[src/rtl/spi_slave_rx.sv]
// SPI mode-0 slave: oversampled pins, MSB-first rx/tx shift, valid/ready word output.
// Define SPI_SLAVE_RX_OVR_EN to enable the sticky overrun flag.
module spi_slave_rx #(
  parameter int DATA_W      = 8,
  parameter int SYNC_STAGES = 2
) (
  input  logic              clk,
  input  logic              reset,
  input  logic              sclk,
  input  logic              ss,
  input  logic              mosi,
  output logic              miso,
  input  logic [DATA_W-1:0] tdata,
  output logic [DATA_W-1:0] rdata,
  output logic              rvalid,
  input  logic              rready,
  output logic              busy,
  output logic              overrun
);

  localparam int CW = $clog2(DATA_W + 1);

  typedef enum logic {
    IDLE,
    ACTIVE
  } state_t;

  state_t state, state_n;

  logic [SYNC_STAGES-1:0] sclk_q, ss_q, mosi_q;
  logic sclk_h, ss_h;
  logic sclk_s, ss_s, mosi_s;
  logic sclk_rise, sclk_fall, ss_fall, ss_rise;

  logic [DATA_W-1:0] rx, tx, rx_next;
  logic [CW-1:0]     cnt;
  logic              done;
  logic              start, stop, shift_in, shift_out;
  logic              last_bit, word_end;

  // ss synchronisers reset high so a reset never looks like a select
  always_ff @(posedge clk or posedge reset) begin
    if (reset) begin
      sclk_q <= '0;
      ss_q   <= '1;
      mosi_q <= '0;
      sclk_h <= 1'b0;
      ss_h   <= 1'b1;
    end else begin
      sclk_q <= {sclk_q[SYNC_STAGES-2:0], sclk};
      ss_q   <= {ss_q[SYNC_STAGES-2:0], ss};
      mosi_q <= {mosi_q[SYNC_STAGES-2:0], mosi};
      sclk_h <= sclk_s;
      ss_h   <= ss_s;
    end
  end

  assign sclk_s    = sclk_q[SYNC_STAGES-1];
  assign ss_s      = ss_q[SYNC_STAGES-1];
  assign mosi_s    = mosi_q[SYNC_STAGES-1];
  assign sclk_rise = sclk_s & ~sclk_h;
  assign sclk_fall = ~sclk_s & sclk_h;
  assign ss_fall   = ss_h & ~ss_s;
  assign ss_rise   = ~ss_h & ss_s;

  always_ff @(posedge clk or posedge reset) begin
    if (reset) state <= IDLE;
    else       state <= state_n;
  end

  always_comb begin
    state_n   = state;
    start     = 1'b0;
    stop      = 1'b0;
    shift_in  = 1'b0;
    shift_out = 1'b0;
    unique case (state)
      IDLE: begin
        if (ss_fall) begin
          state_n = ACTIVE;
          start   = 1'b1;
        end
      end
      ACTIVE: begin
        if (ss_rise) begin
          state_n = IDLE;
          stop    = 1'b1;
        end else begin
          shift_in  = sclk_rise;
          shift_out = sclk_fall;
        end
      end
    endcase
  end

  assign last_bit = (cnt == CW'(DATA_W - 1));
  assign rx_next  = {rx[DATA_W-2:0], mosi_s};
  assign word_end = shift_in & last_bit;

  always_ff @(posedge clk or posedge reset) begin
    if (reset) begin
      rx   <= '0;
      tx   <= '0;
      cnt  <= '0;
      done <= 1'b0;
    end else if (start) begin
      rx   <= '0;
      tx   <= tdata;
      cnt  <= '0;
      done <= 1'b0;
    end else if (stop) begin
      cnt  <= '0;
      done <= 1'b0;
    end else begin
      if (shift_in) begin
        rx <= rx_next;
        if (last_bit) begin
          cnt  <= '0;
          done <= 1'b1;
        end else begin
          cnt <= cnt + CW'(1);
        end
      end
      // first fall after a completed word presents the next tdata MSB
      if (shift_out) begin
        if (cnt == '0 && done) begin
          tx   <= tdata;
          done <= 1'b0;
        end else begin
          tx <= tx << 1;
        end
      end
    end
  end

  always_ff @(posedge clk or posedge reset) begin
    if (reset) begin
      rdata  <= '0;
      rvalid <= 1'b0;
    end else if (word_end) begin
      rdata  <= rx_next;
      rvalid <= 1'b1;
    end else if (rvalid && rready) begin
      rvalid <= 1'b0;
    end
  end

`ifdef SPI_SLAVE_RX_OVR_EN
  always_ff @(posedge clk or posedge reset) begin
    if (reset)
      overrun <= 1'b0;
    else if (word_end && rvalid && !rready)
      overrun <= 1'b1;
  end
`else
  assign overrun = 1'b0;
`endif

  assign miso = (state == ACTIVE) & tx[DATA_W-1];
  assign busy = ~ss_s;

endmodule

[config.mk]
export PLATFORM = sky130hd
export DESIGN_NAME = spi_slave_rx
export DESIGN_NICKNAME = d
export VERILOG_FILES = /design/src/rtl/spi_slave_rx.sv
export SDC_FILE = /design/constraint.sdc
export NUM_CORES = 1
export LEC_CHECK = 0
export BUFFER_PORTS_ARGS = -buffer_cell sky130_fd_sc_hd__buf_2
export CORE_ASPECT_RATIO = 0.8
export CORE_MARGIN = 8
export CORE_UTILIZATION = 54
export CTS_CLUSTER_DIAMETER = 150
export DETAILED_ROUTE_END_ITERATION = 6
export GPL_TIMING_DRIVEN = 1
export PLACE_DENSITY = 0.77
export SETUP_SLACK_MARGIN = 0.2
export SYNTH_ARGS = -nofsm -noshare
export SYNTH_HDL_FRONTEND = slang
export SYNTH_SLANG_ARGS = --single-unit
[constraint.sdc]
create_clock -name clk -period 1.95 [get_ports clk]
set_input_delay 0.0975 -clock clk [delete_from_list [all_inputs] [get_ports clk]]
set_output_delay 0.0975 -clock clk [all_outputs]
set_load 0.02 [all_outputs]
==> impl_metrics.py, run 1 <==
metrics = {
    "placement": {
        "hpwl_um": 2130,
        "port_buffers": 24,
        "dpl_cell_area_sq_mm": 0.00174,
        "globalplace.congestion": 0.752,
    },
    "critical_path": {
        "worst_r2r_endpoint": "tx[6]$_DFFE_PP0P_",
        "r2r-start": "ss_h$_DFF_PP1_",
        "worst-endpoint-required_ns": 2.12,
        "reg2reg_depth": 4,
        "worstPathArrival_ns": 1.81,
        "worst_setup_path_end_kind": "flip-flop",
        "setup.worst_path.start_class": "flip-flop",
        "rrSetupSlack_ns": 0.31,
        "crit_path_max_fanout": 14,
        "critPathKind": "flip-flop to flip-flop",
    },
    "grt": {
        "grt_pass1_vias": 1192,
        "grt_pass1_wl_um": 5290,
        "grt_max_degree": 39,
        "grt_overflow": 0,
        "antenna_found_initial": 0,
        "grtUsageTotal_pct": 13.7,
    },
    "yosys": {
        "syn_area_sq_mm": 0.00159,
        "ys_seq_area_share_pct": 60.2,
        "synth_adder_area_share_pct": 1.58,
        "ys_ff_latch": 38,
        "synth_common_cells": "dfrtp_1 (35), nand2_1 (25), nand3_1 (10)",
        "syn_nets": 153,
        "synth-compound-area-share_pct": 8.05,
        "synth_edf_count": 0,
        "synth_top_area_share_pct": 55.2,
        "async_reset_ff_share_pct": 100,
        "synth_most_common_cell": "dfrtp_1",
        "synth_top_area_cell": "dfrtp_1",
        "ys_top_cells_by_area": "dfrtp_1 (55%), nand2_1 (5.9%), mux2_2 (5.7%), mux2i_1 (5.1%), dfstp_2 (5.0%)",
        "ys.flop_type": "dfrtp_1",
        "yosysWarnings": 0,
        "syn_inst": 137,
        "synthXorXnorAreaFrac_pct": 0,
        "synth.distinct_cells": 34,
        "yosys.area_share.simple_pct": 15.7,
        "syn_area_per_cell_sq_um": 11.6,
        "synth_top_family_by_area": "simple AND/OR/NAND/NOR gates",
        "synthMuxAreaShare_pct": 10.7,
    },
    "final_layout": {
        "diodes": 0,
        "area_delta_synth_final_pct": 18.6,
        "utilization_pct": 67.5,
        "nNetsFinal": 186,
        "drive_above_1_share_pct": 29.2,
        "fin_area_sq_mm": 0.00188,
    },
    "floorplanning": {
        "core_area_sq_mm": 0.00279,
        "ios": 26,
        "dieHeight_um": 64.5,
        "dieArea_sq_mm": 0.00494,
        "rows": 17,
        "initial_core_util_pct": 56.9,
        "die_w_um": 76.6,
    },
    "min_path": {
        "min_path_type": "input port to flip-flop",
        "min_from": "tdata[0]",
        "holdPathStages": 3,
        "min_to": "tx[0]$_DFFE_PP0P_",
    },
    "sta": {
        "skew_ns": 0.00829,
        "worst_pin_slew_ns": 0.547,
        "final.min_clock_period_ns": 1.64,
        "drv_slew": 0,
        "finalSetupViolCount": 0,
        "post-route-period-util_pct": 84.1,
        "grt_setup_unrepaired": "no",
        "slew_headroom_pct": 63.2,
        "report.final.hold_viol_count": 0,
        "max_freq_mhz": 610,
        "tns_ns": 0,
    },
    "pwr": {
        "total_power_w": 0.00165,
        "p_leak_nw": 1.01,
        "clock_power_share_pct": 33.3,
        "p_seq_share_pct": 54.9,
        "power_density_mw_per_mm2": 877,
        "power_switching_w": 0.000416,
        "p_comb_share_pct": 11.8,
        "p_int_w": 0.00123,
        "switching_share_pct": 25.2,
        "vdd_ir_drop_max_v": 0.000593,
    },
    "cts": {
        "root_buffer": "clkbuf_8",
        "cts_buffer_depth": 2,
        "htreeDepth": 2,
        "cts_buffers": 5,
        "cts_sinks": 38,
        "clk_latency_ns": 0.29,
        "clk_pin_slew_ns": 0.08,
        "cts_tree": "done",
    },
    "flow_run": {
        "maxCapViolations": 0,
    },
    "detailed_routing": {
        "wl_per_cell_um": 14.6,
        "vias": 1104,
        "final_antenna_net_count": 0,
        "dr.pass1.iters": 4,
        "drc": 0,
        "routed_wl_um": 3060,
        "drt-initial-drc-count": 36,
        "vias_per_cell": 5.28,
    },
    "outcome": {
        "outcome": "complete, no violations",
    },
}
[worst max-delay path: stages (launching register included)]
cell	delay [ns]
dfstp_2	0.56
or3b_4	0.48
and2_4	0.22
mux2i_1	0.18
o21ai_1	0.08
[cell type report]
type	instances	area [sq um]
clock buffer	7	86.3
clock inverter	1	5.00
fill	224	906
inverter	6	22.5
multi-input combinational	88	579
sequential	38	955
tap	38	47.5
timing repair buffer	31	185
[what timing repair did]
action / 4_1_cts / 5_1_grt
setup buffers: 0 / 0
endpoints found under the hold margin: 39 / 0
resized for setup: 0 / 2
hold buffers: 5 / 0
endpoints found under the setup margin: 0 / 15
[worst max path at each step]
stage,startpoint,end,cells past startpoint
3_3_place_gp,ss_h$_DFF_PP1_,tx[0]$_DFFE_PP0P_,4
3_5_place_dp,ss_h$_DFF_PP1_,tx[3]$_DFFE_PP0P_,4
5_1_grt,ss_h$_DFF_PP1_,cnt[3]$_DFFE_PP0P_,4
4_1_cts,ss_h$_DFF_PP1_,tx[3]$_DFFE_PP0P_,4
2_1_floorplan,ss_h$_DFF_PP1_,tx[0]$_DFFE_PP0P_,5
6_report,ss_h$_DFF_PP1_,tx[6]$_DFFE_PP0P_,4
[power by group through the flow]
| stage | clock (W) | sequential [W] | combinational, W |
|---|---|---|---|
| floorplan | 0 | 0.000908 | 0.000144 |
| detailed placement | 0 | 0.000921 | 0.000190 |
| CTS | 0.000566 | 0.000906 | 0.000198 |
| finish | 0.000550 | 0.000905 | 0.000195 |
| global placement | 0 | 0.000916 | 0.000175 |
| global route | 0.000595 | 0.000915 | 0.000224 |
[kinds of logic (layout without fill, tap and decap cells)]
family	count (synthesis)	in the layout
AND/OR/NAND/NOR	49	49
flip-flops	38	38
AO/OA/AOI/OAI	20	20
multiplexers	16	16
buffers and inverters	11	45
adder cells (fa/ha/maj)	2	2
other	1	1
[metal layers]
layer,GRT usage [%],part of all wire [%]
met1,14.6,46
met5,0,0
met3,6.61,6.1
met4,10.5,1.8
met2,21.0,46
[cells in the final DEF, fill, tap and decap left out, drive strengths merged, types with 2 or more instances in the layout]
cell type	instances
dfrtp	35
buf	26
nand2	25
o21ai	11
nand3	10
mux2	8
mux2i	8
clkbuf	7
inv	6
dlygate4sd3	5
nor2b	3
dfstp	3
nand2b	3
nor2	2
a21oi	2
ha	2
and2	2
[state kept, by name (all words and copies together), names as in the netlist]
name / flops
tx: 8
state: 1
rx: 7
cnt: 4
rdata: 8
rvalid: 1
sclk_h: 1
ss_h: 1
sclk_q: 2
mosi_q: 2
done: 1
ss_q: 2
[metrics by stage]
| stage | hold slack, ns | cells | setup WS [ns] |
|---|---|---|---|
| finish | 0.0562 | 209 | 0.311 |
| global placement | 0.205 | 196 | 0.324 |
| global route | 0.0599 | 209 | 0.219 |
| detailed placement | 0.207 | 196 | 0.287 |
| floorplan | 0.102 | 137 | 0.449 |
| CTS | 0.0438 | 209 | 0.267 |
Note: power is estimated with default switching activity, not from simulation.
==> run 2: changes to the inputs <==
==> constraint.sdc (replaced) <==
create_clock -name clk -period 1.7 [get_ports clk]
set_input_delay 0.085 -clock clk [delete_from_list [all_inputs] [get_ports clk]]
set_output_delay 0.085 -clock clk [all_outputs]
set_load 0.02 [all_outputs]
==> run 2 against run 1 <==
- utilization up 3.9 points
- die area unchanged
- fmax up 6.0%
- worst setup slack worse by 0.16 ns
- critical path type unchanged
- largest cell class unchanged
- highest routed layer unchanged
==> impl_metrics.py, run 2 (same netlist as run 1, synthesis figures left out) <==
metrics = {
    "outcome": {
        "outcome": "complete, no violations",
    },
    "floorplanning": {
        "initial_core_util_pct": 56.9,
        "core_area_sq_mm": 0.00279,
        "dieArea_sq_mm": 0.00494,
        "die_w_um": 76.6,
        "dieHeight_um": 64.5,
        "rows": 17,
        "ios": 26,
    },
    "final_layout": {
        "reg_top3": "rdata: 8 flops, tx: 8 flops, rx: 7 flops",
        "area_delta_synth_final_pct": 25.4,
        "fin_area_sq_mm": 0.00199,
        "nNetsFinal": 192,
        "drive_above_1_share_pct": 35.0,
        "utilization_pct": 71.4,
        "final_cell_mix": "dfrtp_1 (35), buf_2 (24), nand2_1 (23)",
        "layout_commonest_cell": "dfrtp_1",
        "diodes": 0,
    },
    "grt": {
        "grt_pass1_wl_um": 5400,
        "grt_max_degree": 39,
        "grt_overflow": 0,
        "antenna_found_initial": 0,
        "grt_pass1_vias": 1114,
        "grtUsageTotal_pct": 13.8,
    },
    "cts": {
        "cts_tree": "done",
        "cts_buffer_depth": 2,
        "cts_buffers": 5,
        "cts_sinks": 38,
        "root_buffer": "clkbuf_8",
        "clk_latency_ns": 0.29,
        "clk_pin_slew_ns": 0.07,
        "htreeDepth": 2,
    },
    "flow_run": {
        "maxCapViolations": 0,
    },
    "critical_path": {
        "setup.worst_path.start_class": "flip-flop",
        "worst_setup_path_end_kind": "flip-flop",
        "worst-endpoint-required_ns": 1.87,
        "cpPeakStageDelay_ns": 0.54,
        "slowest_stage": "dfstp_2",
        "critPathBufInv": 0,
        "worstPathArrival_ns": 1.72,
        "critPathKind": "flip-flop to flip-flop",
        "critPathTopFamily": "simple AND/OR/NAND/NOR gates",
        "crit_path_max_fanout": 8,
        "path_cells": "or3b_4 -> and2_4 -> mux2i_1 -> o21ai_1",
    },
    "sta": {
        "max_freq_mhz": 647,
        "report.final.hold_viol_count": 0,
        "post-route-period-util_pct": 90.9,
        "grt_setup_unrepaired": "yes",
        "final.min_clock_period_ns": 1.55,
        "skew_ns": 0.00569,
        "finalSetupViolCount": 0,
        "hold_slack_ns": 0.0620,
        "drv_slew": 0,
        "tns_ns": 0,
    },
    "pwr": {
        "power_density_mw_per_mm2": 1030,
        "vdd_ir_drop_max_v": 0.000996,
        "p_leak_nw": 1.06,
    },
    "placement": {
        "globalplace.congestion": 0.780,
        "hpwl_um": 2090,
        "port_buffers": 24,
        "dpl_cell_area_sq_mm": 0.00176,
    },
    "detailed_routing": {
        "dr.pass1.iters": 4,
        "vias_per_cell": 5.01,
        "drc": 0,
        "vias": 1077,
        "drt-initial-drc-count": 35,
        "final_antenna_net_count": 0,
        "wl_per_cell_um": 14.0,
        "routed_wl_um": 3010,
    },
    "min_path": {
        "min_path_type": "input port to flip-flop",
    },
}
run 2: layout make-up:
cell class | count | area (sq um)
Inverter | 6 | 22.5
Multi-Input combinational cell | 89 | 624
Timing Repair Buffer | 36 | 223
Sequential cell | 38 | 955
Fill cell | 202 | 798
Clock inverter | 1 | 30.0
Tap cell | 38 | 47.5
Clock buffer | 7 | 86.3
run 2: stage by stage:
stage	setup slack [ns]	cells	power, W
global placement	0.0936	199	0.00126
floorplan	0.199	137	0.00121
detailed placement	0.0633	199	0.00128
CTS	0.158	215	0.00207
finish	0.154	215	0.00205
global route	0.0840	215	0.00216
run 2: report_power, final:
part           switching (W)  total (W)  internal [W]  leakage, nW
logic               0.000130   0.000243      0.000113        0.500
clock network       0.000293   0.000771      0.000478       0.0585
registers          0.0000511    0.00104      0.000988        0.498
total               0.000474    0.00205       0.00158         1.06
run 2: per-layer routing:
layer	GRT usage, %	vias to the layer above	share of wire (%)
li1	-	540	-
met1	15.8	512	46
met2	21.6	19	46
met3	6.47	6	6.2
met4	7.18	0	1.9
met5	0	-	0
run 2: final timing paths:
kind,endpoint,cells past startpoint,slack [ns],startpoint
min in group asynchronous,rdata[1]$_DFFE_PP0P_,4,0.43,reset
max in group asynchronous,ss_q[0]$_DFF_PP1_,4,0.91,reset
min reg2reg,mosi_q[1]$_DFF_PP0_,0,0.36,mosi_q[0]$_DFF_PP0_
min,tx[0]$_DFFE_PP0P_,3,0.06,tdata[0]
max,tx[6]$_DFFE_PP0P_,4,0.15,ss_h$_DFF_PP1_
max reg2reg,tx[6]$_DFFE_PP0P_,4,0.15,ss_h$_DFF_PP1_
run 2: timing repair:
| item | in CTS | in global routing |
|---|---|---|
| resized for setup | 7 | 6 |
| hold buffers | 5 | 0 |
| gates cloned | 1 | 0 |
| pin swaps | 2 | 5 |
| buffers inserted | 2 | 0 |
| endpoints found under the hold margin | 39 | 0 |
| endpoints found under the setup margin | 17 | 20 |
run 2: worst min-delay path: cells and delay by family:
family,cells,cell delay [ns]
compound gates,1,0.05
buf+inv,1,0.12
simple gates,1,0.06
